**src/rtl/pio_bank_debounced.sv**
```systemverilog
// Avalon-MM PIO bank: debounced, edge-captured inputs with maskable IRQ,
// plus an output register with atomic set/clear aliases.
module pio_bank_debounced #(
  parameter int unsigned IN_WIDTH        = 4,
  parameter int unsigned OUT_WIDTH       = 6,
  parameter int unsigned DEBOUNCE_CYCLES = 50000,
  parameter int unsigned EDGE_MODE       = 0,
  parameter logic [OUT_WIDTH-1:0] OUT_RESET = '0
) (
  input  logic                 clk_clk,
  input  logic                 reset_reset_n,
  input  logic [2:0]           avs_address,
  input  logic                 avs_chipselect,
  input  logic                 avs_read,
  input  logic                 avs_write,
  input  logic [31:0]          avs_writedata,
  input  logic [3:0]           avs_byteenable,
  output logic [31:0]          avs_readdata,
  input  logic [IN_WIDTH-1:0]  pio_in,
  output logic [OUT_WIDTH-1:0] pio_out,
  output logic                 irq
);

  localparam int unsigned CNT_W = (DEBOUNCE_CYCLES > 2) ? $clog2(DEBOUNCE_CYCLES) : 1;
  localparam logic [CNT_W-1:0] CNT_MAX = CNT_W'(DEBOUNCE_CYCLES - 1);

  localparam logic [2:0] ADDR_DATA_IN  = 3'd0;
  localparam logic [2:0] ADDR_DATA_OUT = 3'd1;
  localparam logic [2:0] ADDR_IRQ_MASK = 3'd2;
  localparam logic [2:0] ADDR_EDGE_CAP = 3'd3;
  localparam logic [2:0] ADDR_OUT_SET  = 3'd4;
  localparam logic [2:0] ADDR_OUT_CLR  = 3'd5;

  logic [IN_WIDTH-1:0]  sync1_q, sync2_q;
  logic [IN_WIDTH-1:0]  stable_q, stable_d_q, stable_n;
  logic [CNT_W-1:0]     cnt_q [IN_WIDTH];
  logic [CNT_W-1:0]     cnt_n [IN_WIDTH];
  logic [IN_WIDTH-1:0]  irq_mask_q, irq_mask_n;
  logic [IN_WIDTH-1:0]  edge_cap_q, edge_cap_n;
  logic [IN_WIDTH-1:0]  edge_hit_c;
  logic [OUT_WIDTH-1:0] out_q, out_n;
  logic [31:0]          be_mask_c, wdata_m_c, rdata_c;
  logic [31:0]          readdata_q;
  logic                 irq_q;
  logic                 wr_c;
  logic                 unused_bits;

  assign be_mask_c = {{8{avs_byteenable[3]}}, {8{avs_byteenable[2]}},
                      {8{avs_byteenable[1]}}, {8{avs_byteenable[0]}}};
  assign wdata_m_c = avs_writedata & be_mask_c;
  assign wr_c      = avs_chipselect & avs_write;
  assign unused_bits = ^{wdata_m_c, be_mask_c};

  // Debounce: counter runs only while synced differs from stable.
  always_comb begin
    stable_n = stable_q;
    for (int i = 0; i < int'(IN_WIDTH); i++) begin
      cnt_n[i] = '0;
      if (sync2_q[i] != stable_q[i]) begin
        if (cnt_q[i] == CNT_MAX) begin
          stable_n[i] = sync2_q[i];
        end else begin
          cnt_n[i] = cnt_q[i] + CNT_W'(1);
        end
      end
    end
  end

  // Edge qualification against the previous stable value.
  always_comb begin
    edge_hit_c = '0;
    case (EDGE_MODE)
      0:       edge_hit_c = stable_q & ~stable_d_q;
      1:       edge_hit_c = ~stable_q & stable_d_q;
      default: edge_hit_c = stable_q ^ stable_d_q;
    endcase
  end

  // Register writes; a new edge wins over a same-cycle W1C.
  always_comb begin
    out_n      = out_q;
    irq_mask_n = irq_mask_q;
    edge_cap_n = edge_cap_q;
    if (wr_c) begin
      case (avs_address)
        ADDR_DATA_OUT: out_n = (out_q & ~be_mask_c[OUT_WIDTH-1:0])
                             | wdata_m_c[OUT_WIDTH-1:0];
        ADDR_OUT_SET:  out_n = out_q | wdata_m_c[OUT_WIDTH-1:0];
        ADDR_OUT_CLR:  out_n = out_q & ~wdata_m_c[OUT_WIDTH-1:0];
        ADDR_IRQ_MASK: irq_mask_n = (irq_mask_q & ~be_mask_c[IN_WIDTH-1:0])
                                  | wdata_m_c[IN_WIDTH-1:0];
        ADDR_EDGE_CAP: edge_cap_n = edge_cap_q & ~wdata_m_c[IN_WIDTH-1:0];
        default: ;
      endcase
    end
    edge_cap_n = edge_cap_n | edge_hit_c;
  end

  always_comb begin
    rdata_c = '0;
    case (avs_address)
      ADDR_DATA_IN:  rdata_c = 32'(stable_q);
      ADDR_DATA_OUT: rdata_c = 32'(out_q);
      ADDR_IRQ_MASK: rdata_c = 32'(irq_mask_q);
      ADDR_EDGE_CAP: rdata_c = 32'(edge_cap_q);
      default:       rdata_c = '0;
    endcase
  end

  always_ff @(posedge clk_clk or negedge reset_reset_n) begin
    if (!reset_reset_n) begin
      sync1_q    <= '0;
      sync2_q    <= '0;
      stable_q   <= '0;
      stable_d_q <= '0;
      for (int i = 0; i < int'(IN_WIDTH); i++) cnt_q[i] <= '0;
      irq_mask_q <= '0;
      edge_cap_q <= '0;
      out_q      <= OUT_RESET;
      readdata_q <= '0;
      irq_q      <= 1'b0;
    end else begin
      sync1_q    <= pio_in;
      sync2_q    <= sync1_q;
      stable_q   <= stable_n;
      stable_d_q <= stable_q;
      for (int i = 0; i < int'(IN_WIDTH); i++) cnt_q[i] <= cnt_n[i];
      irq_mask_q <= irq_mask_n;
      edge_cap_q <= edge_cap_n;
      out_q      <= out_n;
      if (avs_chipselect && avs_read) readdata_q <= rdata_c;
      irq_q      <= |(edge_cap_q & irq_mask_q);
    end
  end

  assign avs_readdata = readdata_q;
  assign pio_out      = out_q;
  assign irq          = irq_q;

endmodule

```
**config.mk**
```make
export PLATFORM = sky130hd
export DESIGN_NAME = pio_bank_debounced
export DESIGN_NICKNAME = d
export VERILOG_FILES = /design/src/rtl/pio_bank_debounced.sv
export SDC_FILE = /design/constraint.sdc
export NUM_CORES = 1
export LEC_CHECK = 0
export ABC_AREA = 1
export CORE_AREA = 5 5 120 122
export CTS_CLUSTER_DIAMETER = 80
export DETAILED_ROUTE_END_ITERATION = 6
export DIE_AREA = 0 0 125 127
export PLACE_DENSITY = 0.75
export SLEW_MARGIN = 20
export SYNTH_ARGS = -nofsm -noshare
export SYNTH_HDL_FRONTEND = slang
export SYNTH_SLANG_ARGS = --single-unit
```
**constraint.sdc**
```tcl
create_clock -name clk_clk -period 2.8 [get_ports clk_clk]
set_input_delay 0.56 -clock clk_clk [delete_from_list [all_inputs] [get_ports clk_clk]]
set_output_delay 0.56 -clock clk_clk [all_outputs]
set_load 0.1 [all_outputs]
```
==> impl_results.md <==
- H-tree levels: 3
- Max-slew violation count: 0
- Dpl ws: 664.1 ps
- Number of cell rows: 42
- Max incr delay on CP: 700 ps
- Avg Inst Size Synth: 7.644 µm²
- TNS Setup: 0 ps
- Register clock-pin slew on the reported worst setup and hold paths: about 70 ps
- Least-Margin Pin Slew: 541.4 ps
- Arr. time, crit path: 2110 ps
- Yosys warning total: 0
- Slowest-stage cell, CP: clkdlybuf4s50_1
- Max FO, Critical Path: 9
- Yosys cell types: 28
- Largest net degree at the start of global routing: 43
- Part of the cycle the worst path needs: 65.80%
- Synth-to-layout area growth: 14.25%
- Fin crit period: 1843 ps
- Vias/cell: 4.740
- Post_cts resized: 0
- Asr flop ratio synth: 100.0%
- Slew headroom: between 60% and 70%
- Iteration-0 DRC Markers: 372
- Worst setup path endpoint: pio_out[0]
- Num ports: 87
- Post-CTS Setup Inserts: 0
- GRT Total Usage: 13.75%
- RR Endpoint: cnt_q[25]
- CP Data Required Time: between 3000 and 4000 ps
- Post-synth EDFFs: 0
- Commonest non-fill, non-tap cell in the layout: nand2_1
- Routed WL per cell: 11.66 µm
- Die width: 125 µm
- Share of layout cells above drive strength 1: 6.803%
- Initial antenna violation count: 0
- First-pass GRT wire length: about 18 mm
- Via Count: 4318
- Most frequent cells in the layout: 154 x nand2_1, 130 x nor2_1, 101 x dfrtp_1, 89 x inv_1, 45 x nand3_1
- Clock buffer depth: 2
- CTS Buf Count: 9
- Status: complete, no violations
- Vias in the first global route: about 4.1k
- Max rail drop VDD: 313.8 µV
- CORE AREA: 13090 µm²
- Dominant synthesized flop cell: dfrtp_1
- # nets final: 782
- Setup CP Type: in -> reg
- Critical Path Sink Type: register
- CTS root buf: clkbuf_16
- Cell taking the most area after synthesis: dfrtp_1
- Die Area: 15880 µm²
- CP Cell Sequence: clkdlybuf4s50_1 > o211ai_2 > nor2_2 > nand3_1 > o21ai_0
- Syn Inst Count: 688
- Synth top area share: 48.06%
- Worst r2r src: cnt_q[16]
- Port bufs: 31
- Reg2reg path depth: 8
- Min-Delay Path Class: in -> async
- Synth top area cells: dfrtp_1 48%, nand2_1 11%, nor2_1 9.3%
- Placer Congestion: ~0.87
- P_leak: about 2.8 nW
- CTS tree: done
- Cell Area, Synth: 5259 µm²
- Skew-Pair Late Insertion Delay: 350 ps
- Routed Antenna Nets: 0
- F_max: around 0.54 GHz
- Sequential fraction of the synthesis area: 48.06%
- Final wirelength: roughly 11 mm
- Final Skew: 8.887 ps
- Post-DP HPWL: 7.634 mm
- #FFs+latches synth: ~100
- N_diodes: 0
- RSZ-0062 raised after global routing: no
- Pwr Density: 603.6 nW/µm²
- Drt pass-1 iters: 5
- Final Hold Fails: 0
- DIE HEIGHT: 127 µm
- Final Setup Violations: 0
- Worst setup SP type: input port
- Reg2reg setup slack: between 1000 and 1500 ps
- Hold Buf Count CTS: 0
- Maxcap violations: 0
- # DRC: 0
- CTS Sinks: 101
- Initial Utilization: 40.19%
- Crit path from: avs_address[0]
- PnR worst setup slack: 957.5 ps
- Gr ovfl total: 0
==> state kept, by name, summed over array words and instances, names as in the netlist, named ones only <==
signal,cells
avs_readdata,6
stable_d_q,4
cnt_q,64
sync1_q,4
stable_q,4
irq,1
pio_out,6
edge_cap_q,4
sync2_q,4
==> metrics by stage <==
stage               total power [mW]  std cells  hold slack, ps  utilization, %  cell area, µm²
floorplan                      2.142        713           264.4               -            5353
global placement               2.278        895           332.4           43.39            5678
detailed placement             2.284        895           337.1           43.39            5678
CTS                            3.671        911           209.5           45.92            6008
global route                   3.762        911           228.7           45.92            6008
finish                         3.627        911           183.9           45.92            6008
==> report_power, final <==
part           switching, mW  internal [mW]  total (mW)
clock                  0.577          0.797        1.37
combinational          0.544          0.118       0.662
sequential            0.0579           1.53        1.59
total                   1.18           2.45        3.63
==> Yosys cell counts (3+ instances only) <==
cell type	count
nand2_1	154
nor2_1	130
dfrtp_1	101
inv_1	89
nand3_1	45
nor3_1	31
buf_4	26
a21oi_1	25
o21ai_0	20
xor2_1	16
nand4_1	15
xnor2_1	5
ha_1	4
nor2_2	4
o21ai_1	4
nand3_2	3
==> logic make-up after synthesis <==
kind of cell    after synthesis  share of synthesized area, %
compound gates               52                         5.258
xor+xnor                     21                         3.497
fa+ha+maj                     4                        0.9517
buf+inv                     119                         10.40
flops                       101                         48.06
other cells                   1                       0.07131
simple gates                390                         31.76
==> worst min-delay path by stage <==
stage | start | end | slack [ps]
after floorplan | reset_reset_n | asynchronous set/reset pin | 260
after global placement | sync1_q[2] | sync2_q[2] | 330
after detailed placement | sync1_q[2] | sync2_q[2] | 340
after CTS | reset_reset_n | cnt_q[58] | 210
after global routing | reset_reset_n | cnt_q[58] | 230
final | reset_reset_n | cnt_q[58] | 180
==> critical path: cells and delay by family <==
family                 cells  cell delay, ps
AOI/OAI and AO/OA          2             380
buffers and inverters      1             700
and+or+nand+nor            2             470
==> routing by layer <==
layer	part of all wire (%)	routed length (µm)	vias up	track usage, %
met3	5.7	600	15	2.880
met1	46	4931	1968	17.94
met5	0	0	-	0
met2	46	4867	136	22.21
met4	2.1	218	0	6.186
li1	-	-	2199	-
==> layout make-up <==
cell class / count / area (µm²)
Fill cell: 1262 / 7077
Multi-Input combinational cell: 493 / 2278
Clock inverter: 7 / 105.1
Clock buffer: 9 / 225.2
Tap cell: 176 / 220.2
Sequential cell: 101 / 2527
Inverter: 91 / 341.6
Timing Repair Buffer: 34 / 310.3
No activity file was read; power rests on OpenSTA's default activity.
